$ cat src/rtl/tx_byte_serializer.sv
// tx_byte_serializer: sends a cipher frame then a MAC frame byte-serially; `define TXSER_MSB_FIRST_EN for most-significant-byte-first order
module tx_byte_serializer #(
  parameter int CIPHER_BYTES = 16,
  parameter int MAC_BYTES = 32,
  parameter int GAP_CYCLES = 1
) (
  input  logic                      clk,
  input  logic                      rst,
  input  logic [CIPHER_BYTES*8-1:0] i_cipher,
  input  logic                      i_cipher_valid,
  output logic                      o_cipher_ready,
  input  logic [MAC_BYTES*8-1:0]    i_mac,
  input  logic                      i_mac_valid,
  output logic                      o_mac_ready,
  output logic [7:0]                o_data,
  output logic                      o_valid,
  output logic                      o_busy,
  output logic                      o_done
);
  localparam int CW = CIPHER_BYTES * 8;
  localparam int MW = MAC_BYTES * 8;
  localparam logic [2:0] IDLE = 3'd0, SEND_C = 3'd1, GAP = 3'd2, WAIT_M = 3'd3, SEND_M = 3'd4;
`ifdef TXSER_MSB_FIRST_EN
  localparam bit MSB_FIRST = 1'b1;
`else
  localparam bit MSB_FIRST = 1'b0;
`endif
  logic [2:0] state, state_n;
  logic [CW-1:0] c_sr, c_sr_n, c_src;
  logic [MW-1:0] m_sr, m_sr_n, m_src;
  logic m_full, m_full_n;
  logic [5:0] cnt, cnt_n;
  logic [7:0] data_n;
  logic valid_n, done_n;
  logic c_acc, m_acc, m_have, c_last, g_last, m_last;
  assign c_acc = i_cipher_valid & o_cipher_ready;
  assign m_acc = i_mac_valid & o_mac_ready;
  assign m_have = m_full | m_acc;
  assign c_src = (state == IDLE) ? i_cipher : c_sr;
  assign m_src = m_full ? m_sr : i_mac;
  assign c_last = cnt == 6'(CIPHER_BYTES - 1);
  assign g_last = cnt == 6'(GAP_CYCLES - 1);
  assign m_last = cnt == 6'(MAC_BYTES - 1);
  always_comb begin
    state_n = state;
    c_sr_n = c_sr;
    m_sr_n = m_acc ? i_mac : m_sr;
    m_full_n = m_have;
    cnt_n = cnt;
    data_n = 8'h00;
    valid_n = 1'b0;
    done_n = 1'b0;
    case (state)
      IDLE: begin
        state_n = c_acc ? SEND_C : IDLE;
        cnt_n = 6'd0;
        valid_n = c_acc;
      end
      SEND_C: begin
        state_n = c_last ? GAP : SEND_C;
        cnt_n = c_last ? 6'd0 : cnt + 6'd1;
        valid_n = !c_last;
      end
      GAP: begin
        state_n = !g_last ? GAP : m_have ? SEND_M : WAIT_M;
        cnt_n = g_last ? 6'd0 : cnt + 6'd1;
        valid_n = g_last & m_have;
      end
      WAIT_M: begin
        state_n = m_acc ? SEND_M : WAIT_M;
        valid_n = m_acc;
      end
      SEND_M: begin
        state_n = m_last ? IDLE : SEND_M;
        cnt_n = m_last ? 6'd0 : cnt + 6'd1;
        valid_n = !m_last;
        done_n = m_last;
        m_full_n = !m_last;
      end
      default: state_n = IDLE;
    endcase
    if (valid_n && state_n == SEND_C) begin
      data_n = MSB_FIRST ? c_src[CW-1 -: 8] : c_src[7:0];
      c_sr_n = MSB_FIRST ? c_src << 8 : c_src >> 8;
    end
    if (valid_n && state_n == SEND_M) begin
      data_n = MSB_FIRST ? m_src[MW-1 -: 8] : m_src[7:0];
      m_sr_n = MSB_FIRST ? m_src << 8 : m_src >> 8;
    end
    if (state_n == IDLE) begin
      c_sr_n = '0;
      m_sr_n = '0;
    end
  end
  always_ff @(posedge clk) begin
    if (rst) begin
      state <= IDLE;
      c_sr <= '0;
      m_sr <= '0;
      m_full <= 1'b0;
      cnt <= 6'd0;
      o_data <= 8'h00;
      o_valid <= 1'b0;
      o_busy <= 1'b0;
      o_done <= 1'b0;
      o_cipher_ready <= 1'b1;
      o_mac_ready <= 1'b0;
    end else begin
      state <= state_n;
      c_sr <= c_sr_n;
      m_sr <= m_sr_n;
      m_full <= m_full_n;
      cnt <= cnt_n;
      o_data <= data_n;
      o_valid <= valid_n;
      o_busy <= state_n != IDLE;
      o_done <= done_n;
      o_cipher_ready <= state_n == IDLE;
      o_mac_ready <= (state_n != IDLE) && !m_full_n;
    end
  end
endmodule

$ cat config.mk
export PLATFORM = sky130hd
export DESIGN_NAME = tx_byte_serializer
export DESIGN_NICKNAME = d
export VERILOG_FILES = /design/src/rtl/tx_byte_serializer.sv
export SDC_FILE = /design/constraint.sdc
export NUM_CORES = 1
export LEC_CHECK = 0
export BUFFER_PORTS_ARGS = -buffer_cell sky130_fd_sc_hd__buf_2
export CORE_ASPECT_RATIO = 0.6
export CORE_MARGIN = 3
export CORE_UTILIZATION = 55
export CTS_CLUSTER_SIZE = 20
export DETAILED_ROUTE_END_ITERATION = 7
export PLACE_DENSITY = 0.78
export SETUP_SLACK_MARGIN = 0.5
export SYNTH_ARGS = -nofsm -noshare
export SYNTH_HDL_FRONTEND = slang
export SYNTH_SLANG_ARGS = --single-unit
export TNS_END_PERCENT = 30
$ cat constraint.sdc
create_clock -name clk -period 3.2 [get_ports clk]
set_clock_uncertainty 0.15 [all_clocks]
set_input_delay 0 -clock clk [delete_from_list [all_inputs] [get_ports clk]]
set_output_delay 0 -clock clk [all_outputs]
set_load 0.02 [all_outputs]
Word-level counts from Yosys, hierarchy flattened
Index checks and enable logic that the tools add are counted.
{ "classes": {"n_addsub": 1, "eq_ne": 8, "muxes": 19, "n_bitwise": 5, "n_reduce_logical": 15} }
{ "op_table": {"columns": ["op", "count"], "rows": [
  ["$mux 248", 2],
  ["$mux 256", 1],
  ["$mux 128", 1],
  ["$pmux 6 s4", 1],
  ["$mux 6", 3],
  ["$mux 8", 2],
  ["$pmux 3 s5", 1],
  ["$mux 3", 4],
  ["$add 6x1->6 const B", 1],
  ["$eq 3x1->1 const B", 2],
  ["$eq 3x2->1 const B", 2],
  ["$eq 3x3->1 const B", 2],
  ["$eq 6x4->1 const B", 1],
  ["$eq 6x5->1 const B", 1],
  ["$logic_not 3->1", 2],
  ["$logic_not 6->1", 1],
  ["$pmux 1 s5", 1],
  ["$reduce_bool 4->1", 1],
  ["$reduce_or 2->1", 2],
  ["$and 1x1->1", 3],
  ["$logic_and 1x1->1", 3],
  ["$logic_not 1->1", 3],
  ["$reduce_bool 3->1", 1],
  ["$reduce_or 3->1", 1],
  ["5 further kinds", 6]
]} }
{ "totals": {"ff_bits": 399, "input_bits": 388, "out_inout_bits": 13, "elab_cells": 60} }

Longest topological paths before layout
Gate-level depths: netlist of run 1.
{ "logic_depth": {"word_depth": 9, "mapped_depth": 13, "mapped_depth_nobuf": 9} }

Worst setup path after synthesis of run 1
OpenSTA, ideal clock, no wires.
{ "synth_timing": {"path_kind": "reg-to-reg", "start": "register cnt[0]", "end": "register c_sr[100]", "setup_ps": 147, "arrival_ps": 2245, "required_time_ps": 2903, "path_slack_ps": 658, "stages_incl_launch_ff": 8, "path_buffers": 3, "period_less_slack_ps": 2542, "path_cell_list": "dfxtp_1 ha_1 and4b_1 clkbuf_1 a2111oi_2 clkbuf_1 clkbuf_1 a211oi_2"} }
{ "synth_via": {"elab_chain_cells": 5, "elab_cells_between_ends": 15, "cone_classes": "eq/ne (3); mux (5); bitwise (1); reduce/logical (6)"} }
{ "synth_rtl": {"columns": ["element", "line_no", "rtl"], "rows": [
  ["from (decl)", "32", "logic [5:0] cnt, cnt_n;"],
  ["from (signal assigned)", "113", "cnt <= cnt_n;"],
  ["$eq 6x4->1, or another cell as far along", "41", "assign c_last = cnt == 6'(CIPHER_BYTES - 1);"],
  ["$mux 2, or another cell as far along", "60", "state_n = c_last ? GAP : SEND_C;"],
  ["$pmux 3 s5", "53", "case (state)"],
  ["$eq 3x1->1 or $logic_not 3->1 (tied branches)", "82, 90", null],
  ["$logic_and 1x1->1 or $reduce_or 2->1 (tied branches)", null, null],
  ["to (signal assigned)", "110", "c_sr <= c_sr_n;"],
  ["to (decl)", "29", "logic [CW-1:0] c_sr, c_sr_n, c_src;"]
]} }
Parallel ways exist; a longest one is shown, timed or not.
A chain may end at the register's enable or synchronous reset.

Worst setup path in the final report of run 1
{ "layout_timing": {"start": "register m_full", "end": "register o_data[7]"} }
{ "layout_via": {"elab_chain_cells": 8, "elab_cells_between_ends": 13, "cone_classes": "eq/ne (2); mux (7); bitwise (2); reduce/logical (2)"} }
{ "layout_rtl": {"columns": ["element", "line_no", "rtl"], "rows": [
  ["from (decl)", "31", "logic m_full, m_full_n;"],
  ["from (signal assigned)", "112", "m_full <= m_full_n;"],
  ["$or 1x1->1", "38", "assign m_have = m_full | m_acc;"],
  ["$mux 3 (2 in a row)", "65", "state_n = !g_last ? GAP : m_have ? SEND_M : WAIT_M;"],
  ["$pmux 3 s5", "53", null],
  ["$eq 3x1->1", "82", "if (valid_n && state_n == SEND_C) begin"],
  ["$logic_and 1x1->1", "82", null],
  ["$mux 8", "82", null],
  ["$mux 8 (*)", "86", "if (valid_n && state_n == SEND_M) begin"],
  ["to (signal assigned)", "114", "o_data <= data_n;"],
  ["to (decl)", "15", "output logic [7:0] o_data,"]
]} }
Every way passes the cells marked *; elsewhere a longest branch is shown, timed or not.

==> insert_results.sql, run 1 <==
INSERT INTO impl_metrics (metric_group, metric, value, unit) VALUES
('sta', 'final_max_slew_viol_count', '0', ''),
('critical_path', 'crit_path_max_fanout', '38', ''),
('yosys', 'synthesized_net_count', '2205', ''),
('finish', 'finalInstanceArea', '0.0266', 'mm^2'),
('finish', 'drive_gt1_frac', '0.229', ''),
('clock_network', 'tritoncts', 'yes', ''),
('route', 'avgRoutedWirePerCell', '23.1', 'um'),
('grt', 'grt_max_degree', '174', ''),
('route', 'initialDrtViolationCount', '1688', ''),
('sta', 'crit_share_post_route', '0.871', ''),
('placement', 'place_ws', '282', 'ps'),
('critical_path', 'cp-start-kind', 'register', ''),
('clock_network', 'htree_levels', '2', ''),
('sta', 'setup_ws', '412', 'ps'),
('grt', 'grt_pass1_vias', '19100', ''),
('sta', 'hold_viol', '0', ''),
('critical_path', 'timing.critical_path.required', '3450', 'ps'),
('die', 'initial_utilization', '0.571', ''),
('yosys', 'postSynthRegisterBits', '399', ''),
('finish', 'final.fill_count', '1840', ''),
('critical_path', 'crit_path_start', 'm_full$_SDFF_PP0_', ''),
('sta', 'tns', '0', 'ps'),
('grt', 'grt_antenna_before_repair', '11', ''),
('sta', 'timing.hold.ws', '156', 'ps'),
('critical_path', 'start_to_end_type_of_the_worst_setup_path', 'register to register', ''),
('clock_network', 'clk_slew_on_worst_s_h_paths', '70', 'ps'),
('yosys', 'post_synth_main_area_contributors', 'sky130_fd_sc_hd__dfxtp_1 42%, sky130_fd_sc_hd__mux2i_1 33%, sky130_fd_sc_hd__o22ai_1 8.2%, sky130_fd_sc_hd__a211oi_2 3.9%, sky130_fd_sc_hd__clkbuf_1 2.8%', ''),
('critical_path', 'worst-endpoint-arrival', '3030', 'ps'),
('finish', 'area_delta_synth_final', '40.5', '%'),
('worst_hold_path', 'hold_path.class', 'primary input to register', ''),
('yosys', 'synthesis.instances', '1815', ''),
('outcome', 'outcome', 'completed', ''),
('sta', 'rsz0062_at_grt', 'true', ''),
('sta', 'fmax', '359', 'MHz'),
('clock_network', 'clock-sinks', '399', ''),
('finish', 'final_core_utilization', '0.803', ''),
('sta', 'report.final.setup_viol', '0', ''),
('yosys', 'yosys.area.top_type', 'sky130_fd_sc_hd__dfxtp_1', ''),
('die', 'design.portCount', '401', ''),
('placement', 'detailed_place_hpwl', '36300', 'um'),
('route', 'drt-total-wl', '69200', 'um'),
('clock_network', 'clk-insertion-delay-late', '530', 'ps'),
('placement', 'routabilityCongestion', '0.880', ''),
('die', 'number_of_cell_rows', '51', ''),
('yosys', 'ys_seq_area_frac', '0.422', ''),
('clock_network', 'cts_buffer_depth', '3', ''),
('yosys', 'avgSynthCellArea', '10.4', 'um^2'),
('grt', 'grt_first_pass_wirelength', '104000', 'um'),
('critical_path', 'rrSetupSlack', '410', 'ps'),
('sta', 'fin_crit', '2790', 'ps'),
('finish', 'final_nets', '2897', ''),
('critical_path', 'r2r_start', 'm_full$_SDFF_PP0_', ''),
('pwr', 'max-vdd-ir-drop', '0.384', 'mV'),
('route', 'first_pass_iters', '6', ''),
('pwr', 'power_leakage', '10.3', 'nW'),
('yosys', 'yosys_warnings', '0', ''),
('route', 'detailroute.via_count', '18400', ''),
('clock_network', 'cts_root_buf', 'sky130_fd_sc_hd__clkbuf_16', ''),
('job', 'maxCapViolations', '0', ''),
('placement', 'port_buffers', '400', ''),
('die', 'die-area', '0.0367', 'mm^2'),
('route', 'detail-route-antenna-nets', '0', ''),
('yosys', 'number_of_distinct_library_cells_after_synthesis', '47', ''),
('clock_network', 'cts_buffers', '38', ''),
('grt', 'grtUsageTotal', '0.353', ''),
('die', 'chipWidth', '245', 'um'),
('die', 'floorplan.die.height', '150', 'um'),
('yosys', 'synth_area', '0.0189', 'mm^2'),
('route', 'drc_errors', '0', ''),
('grt', 'grt_overflow_total', '0', ''),
('pwr', 'power_density', '468', 'mW/mm^2'),
('critical_path', 'crit_path_end_kind', 'register', ''),
('sta', 'timing_worst_slew_pin_value', '1050', 'ps'),
('worst_hold_path', 'min-delay-start', 'i_cipher[127]', ''),
('die', 'core_region_area', '0.0331', 'mm^2'),
('route', 'route.detailed.vias_per_inst', '6.13', ''),
('yosys', 'synth_top_area_share', '0.422', ''),
('placement', 'placement.cell_area', '0.0211', 'mm^2'),
('sta', 'slew-limit-headroom', '0.301', '');
==> cell usage after synthesis (all sizes together) <==
| master | count |
|---|---|
| nor4 | 1 |
| a22oi | 1 |
| buf | 35 |
| o2111ai | 1 |
| nor3b | 2 |
| a2111o | 1 |
| or3 | 1 |
| xnor2 | 1 |
| nand3 | 16 |
| clkbuf | 143 |
| a31oi | 4 |
| a32oi | 1 |
| nand2 | 33 |
| a2111oi | 1 |
| nor2b | 2 |
| and3 | 1 |
| nor2 | 128 |
| and4b | 1 |
| o21ai | 3 |
| o211ai | 2 |
| inv | 5 |
| o22ai | 249 |
| nand3b | 1 |
| or2 | 1 |
| ha | 2 |
| mux2i | 625 |
| or3b | 1 |
| o22a | 8 |
| a311o | 1 |
| nor3 | 4 |
| maj3 | 1 |
| clkinv | 1 |
| nand4b | 1 |
| a21oi | 21 |
| a211oi | 112 |
| a21o | 1 |
| and2 | 2 |
| a21bo | 1 |
| dfxtp | 399 |
| o211a | 1 |
==> worst max-delay path, cell delays in order (launching register included) <==
cell and delay (ps):
sky130_fd_sc_hd__dfxtp_4 500, sky130_fd_sc_hd__buf_4 590, sky130_fd_sc_hd__mux2i_1 600, sky130_fd_sc_hd__o22a_1 210, sky130_fd_sc_hd__dlygate4sd3_1 550, sky130_fd_sc_hd__nor2_1 40
==> power breakdown <==
| part | internal (mW) | switching [mW] |
|---|---|---|
| combinational | 1.15 | 1.22 |
| clock | 2.71 | 2.06 |
| sequential | 5.16 | 0.134 |
==> through the flow <==
stage | total power, mW | instances
after CTS | 12.2 | 2973
after floorplan | 6.59 | 1815
after detailed placement | 7.17 | 2512
final | 12.4 | 3000
after global placement | 7.12 | 2512
after global routing | 12.8 | 2995
==> cell usage in the layout, fill, tap and decap left out, drive strengths merged, types with 8 or more instances in the layout <==
cell	instances
o22ai	249
buf	436
clkbuf	60
nand3	16
dlygate4sd3	391
nor2	128
o22a	8
nand2	33
dfxtp	399
diode	17
mux2i	625
a211oi	112
a21oi	21
==> area by class of cell <==
class | instances | area, um^2 | share of cell area
Antenna cell | 17 | 42.5 | 0.00160
Clock inverter | 8 | 93.8 | 0.00353
Tap cell | 450 | 563 | 0.0212
Timing Repair Buffer | 830 | 6460 | 0.243
Multi-Input combinational cell | 1232 | 10200 | 0.384
Inverter | 6 | 23.8 | 0.000894
Clock buffer | 58 | 1180 | 0.0444
Sequential cell | 399 | 8000 | 0.301
==> worst paths after layout <==
check                                 to  cells past startpoint
setup / recovery    o_data[7]$_SDFF_PP0_                      5
hold / removal    c_sr[119]$_SDFFE_PP0P_                      4
setup reg to reg    o_data[7]$_SDFF_PP0_                      5
hold reg to reg   m_sr[248]$_SDFFE_PP0P_                      2
==> kinds of logic (layout without fill, tap and decap cells) <==
family | after synthesis | in the layout | share of synthesized area
AND/OR/NAND/NOR | 195 | 195 | 0.0433
buffers and inverters | 184 | 902 | 0.0417
AO/OA/AOI/OAI | 408 | 408 | 0.160
flip-flops | 399 | 399 | 0.422
XOR/XNOR | 1 | 1 | 0.000463
multiplexers | 625 | 625 | 0.331
adder cells (fa/ha/maj) | 3 | 3 | 0.00185
other | 0 | 17 | 0
==> state kept, by name, summed over array words and instances (netlist names) <==
register and cells:
o_mac_ready 1, state 3, cnt 6, o_valid 1
m_sr 256, o_cipher_ready 1, o_done 1, c_sr 120
o_data 8, m_full 1, o_busy 1
==> repair_timing <==
item,in CTS,in global routing
setup endpoints to repair,370,334
endpoints found under the hold margin,394,0
gates cloned,1,2
pin swaps,1,3
buffers inserted,3,8
gates resized for setup,10,12
hold buffers,391,0
==> layer usage <==
| layer | vias to the layer above | share of wire | GRT usage |
|---|---|---|---|
| li1 | 8233 | - | - |
| met1 | 8781 | 0.39 | 0.413 |
| met2 | 1023 | 0.49 | 0.614 |
| met3 | 341 | 0.064 | 0.0661 |
| met4 | 0 | 0.058 | 0.200 |
| met5 | - | 0 | 0 |
Power figures use the tool's default switching activity.
==> run 2: changes to the inputs <==
--- a/config.mk
+++ b/config.mk
@@ -5,7 +5,7 @@
 export SDC_FILE = /design/constraint.sdc
 export NUM_CORES = 1
 export LEC_CHECK = 0
-export BUFFER_PORTS_ARGS = -buffer_cell sky130_fd_sc_hd__buf_2
+export BUFFER_PORTS_ARGS = -buffer_cell sky130_fd_sc_hd__buf_4
 export CORE_ASPECT_RATIO = 0.6
 export CORE_MARGIN = 3
 export CORE_UTILIZATION = 55
==> run 2 against run 1 <==
Highest routed layer unchanged. Global-route usage about the same. Utilization increased by 3.1 points. Cell count decreased by 0.17%. Register-to-register slack improved by 130 ps. Sequential share of layout area decreased by 1.1 points. Via count decreased by 0.58%. Non-clock buffer count decreased by 8.
==> insert_results.sql, run 2 (same netlist as run 1, synthesis figures left out) <==
INSERT INTO impl_metrics (metric_group, metric, value, unit) VALUES
('sta', 'setup_ws', '540', 'ps'),
('worst_hold_path', 'hold_path.class', 'primary input to register', ''),
('die', 'chipWidth', '245', 'um'),
('grt', 'grt_pass1_vias', '19000', ''),
('sta', 'timing_worst_slew_pin_value', '1140', 'ps'),
('worst_hold_path', 'min_path_cells', '4', ''),
('sta', 'tns', '0', 'ps'),
('die', 'floorplan.die.height', '150', 'um'),
('critical_path', 'crit_path_max_fanout', '33', ''),
('critical_path', 'timing.critical_path.required', '3470', 'ps'),
('die', 'core_region_area', '0.0331', 'mm^2'),
('critical_path', 'start_to_end_type_of_the_worst_setup_path', 'register to register', ''),
('finish', 'multi_input_comb_area', '0.0102', 'mm^2'),
('grt', 'grtUsageTotal', '0.354', ''),
('pwr', 'max-vdd-ir-drop', '0.391', 'mV'),
('sta', 'slew-limit-headroom', '0.242', ''),
('die', 'initial_utilization', '0.571', ''),
('route', 'detail-route-antenna-nets', '0', ''),
('die', 'die-area', '0.0367', 'mm^2'),
('job', 'maxCapViolations', '0', ''),
('finish', 'final.fill_count', '1680', ''),
('finish', 'mostFrequentLayoutCell', 'sky130_fd_sc_hd__mux2i_1', ''),
('route', 'detailroute.via_count', '18300', ''),
('finish', 'most-common-layout-cells', '625 x sky130_fd_sc_hd__mux2i_1, 408 x sky130_fd_sc_hd__buf_4, 395 x sky130_fd_sc_hd__dfxtp_1, 387 x sky130_fd_sc_hd__dlygate4sd3_1, 248 x sky130_fd_sc_hd__o22ai_1', ''),
('finish', 'largest_register_ff_count', '256', ''),
('sta', 'final_max_slew_viol_count', '0', ''),
('critical_path', 'r2r.worst_path.cells', '9', ''),
('route', 'route.detailed.vias_per_inst', '6.10', ''),
('pwr', 'power_leakage', '10.7', 'nW'),
('clock_network', 'tritoncts', 'yes', ''),
('placement', 'port_buffers', '400', ''),
('placement', 'routabilityCongestion', '0.862', ''),
('clock_network', 'cts_buffer_depth', '3', ''),
('finish', 'largestRegisters', 'm_sr x256, c_sr x120, o_data x8', ''),
('sta', 'rsz0062_at_grt', 'true', ''),
('die', 'number_of_cell_rows', '51', ''),
('placement', 'placement.cell_area', '0.0222', 'mm^2'),
('route', 'avgRoutedWirePerCell', '23.1', 'um'),
('pwr', 'power_density', '462', 'mW/mm^2'),
('critical_path', 'cp-start-kind', 'register', ''),
('grt', 'grt_antenna_before_repair', '11', ''),
('sta', 'hold_viol', '0', ''),
('placement', 'place_ws', '411', 'ps'),
('critical_path', 'worst-endpoint-arrival', '2930', 'ps'),
('die', 'design.portCount', '401', ''),
('finish', 'area_delta_synth_final', '46.0', '%'),
('route', 'initialDrtViolationCount', '1685', ''),
('grt', 'grt_overflow_total', '0', ''),
('critical_path', 'crit_path_end_kind', 'register', ''),
('clock_network', 'htree_levels', '2', ''),
('sta', 'timing.hold.ws', '131', 'ps'),
('clock_network', 'clk-insertion-delay-late', '540', 'ps'),
('grt', 'grt_max_degree', '157', ''),
('grt', 'grt_first_pass_wirelength', '104000', 'um'),
('finish', 'register_with_the_highest_flop_count', 'm_sr', ''),
('sta', 'report.final.setup_viol', '0', ''),
('placement', 'detailed_place_hpwl', '36800', 'um'),
('finish', 'final_nets', '2890', ''),
('route', 'drt-total-wl', '69200', 'um'),
('route', 'drc_errors', '0', ''),
('finish', 'regArea', '0.00800', 'mm^2'),
('route', 'first_pass_iters', '7', ''),
('clock_network', 'clk_slew_on_worst_s_h_paths', '70', 'ps'),
('clock_network', 'clock-sinks', '399', ''),
('outcome', 'outcome', 'completed', ''),
('finish', 'finalInstanceArea', '0.0276', 'mm^2'),
('sta', 'fin_crit', '2660', 'ps'),
('clock_network', 'cts_buffers', '39', ''),
('finish', 'drive_gt1_frac', '0.228', ''),
('sta', 'crit_share_post_route', '0.831', ''),
('clock_network', 'cts_root_buf', 'sky130_fd_sc_hd__clkbuf_16', ''),
('sta', 'fmax', '376', 'MHz');
==> run 2: repair_timing <==
| action | 4_1_cts | 5_1_grt |
|---|---|---|
| resized for setup | 6 | 16 |
| setup buffers | 0 | 3 |
| setup endpoints to repair | 161 | 371 |
| pin swaps | 0 | 1 |
| hold buffers | 387 | 0 |
| endpoints found under the hold margin | 394 | 0 |
| gates cloned | 0 | 3 |
==> run 2: critical path: stages, from the launching register on <==
cell and delay, ps:
sky130_fd_sc_hd__dfxtp_1 330, sky130_fd_sc_hd__ha_2 220, sky130_fd_sc_hd__and4b_2 290, sky130_fd_sc_hd__buf_4 150
sky130_fd_sc_hd__a2111o_1 400, sky130_fd_sc_hd__o22ai_2 280, sky130_fd_sc_hd__nor3_4 70, sky130_fd_sc_hd__buf_12 170
sky130_fd_sc_hd__buf_16 170, sky130_fd_sc_hd__a211oi_1 320
==> run 2: metrics by stage <==
stage,instances,power (mW),util
5_1_grt,2989,13.1,0.833
6_report,2995,12.7,0.834
3_5_place_dp,2516,7.32,0.669
4_1_cts,2972,12.5,0.828
2_1_floorplan,1815,6.59,-
3_3_place_gp,2516,7.27,0.669
==> run 2: path summary, 6_finish.rpt <==
kind,startpoint,endpoint,slack (ps)
setup / recovery,cnt[0]$_SDFFE_PP0P_,c_sr[17]$_SDFFE_PP0P_,540
hold / removal,i_mac[254],m_sr[254]$_SDFFE_PP0P_,130
setup reg to reg,cnt[0]$_SDFFE_PP0P_,c_sr[17]$_SDFFE_PP0P_,540
hold reg to reg,c_sr[114]$_SDFFE_PP0P_,c_sr[114]$_SDFFE_PP0P_,310
==> run 2: area by class of cell <==
class	count	area share
Timing Repair Buffer	822	0.270
Clock buffer	58	0.0438
Tap cell	450	0.0204
Sequential cell	399	0.290
Clock inverter	11	0.00494
Inverter	6	0.000861
Antenna cell	17	0.00154
Multi-Input combinational cell	1232	0.369
==> run 2: power by group <==
group          internal [mW]  switching (mW)  total (mW)  leakage [nW]
Sequential              5.16           0.130        5.29          3.24
Combinational           1.28            1.24        2.52          6.78
Clock                   2.86            2.07        4.93         0.668
Total                   9.30            3.44        12.7          10.7
==> run 2: metal layers <==
layer | wire [um] | track usage | vias to the layer above
li1 | - | - | 8220
met3 | 4390 | 0.0643 | 298
met5 | 0 | 0 | -
met1 | 27600 | 0.424 | 8825
met2 | 33500 | 0.609 | 929
met4 | 3750 | 0.188 | 0
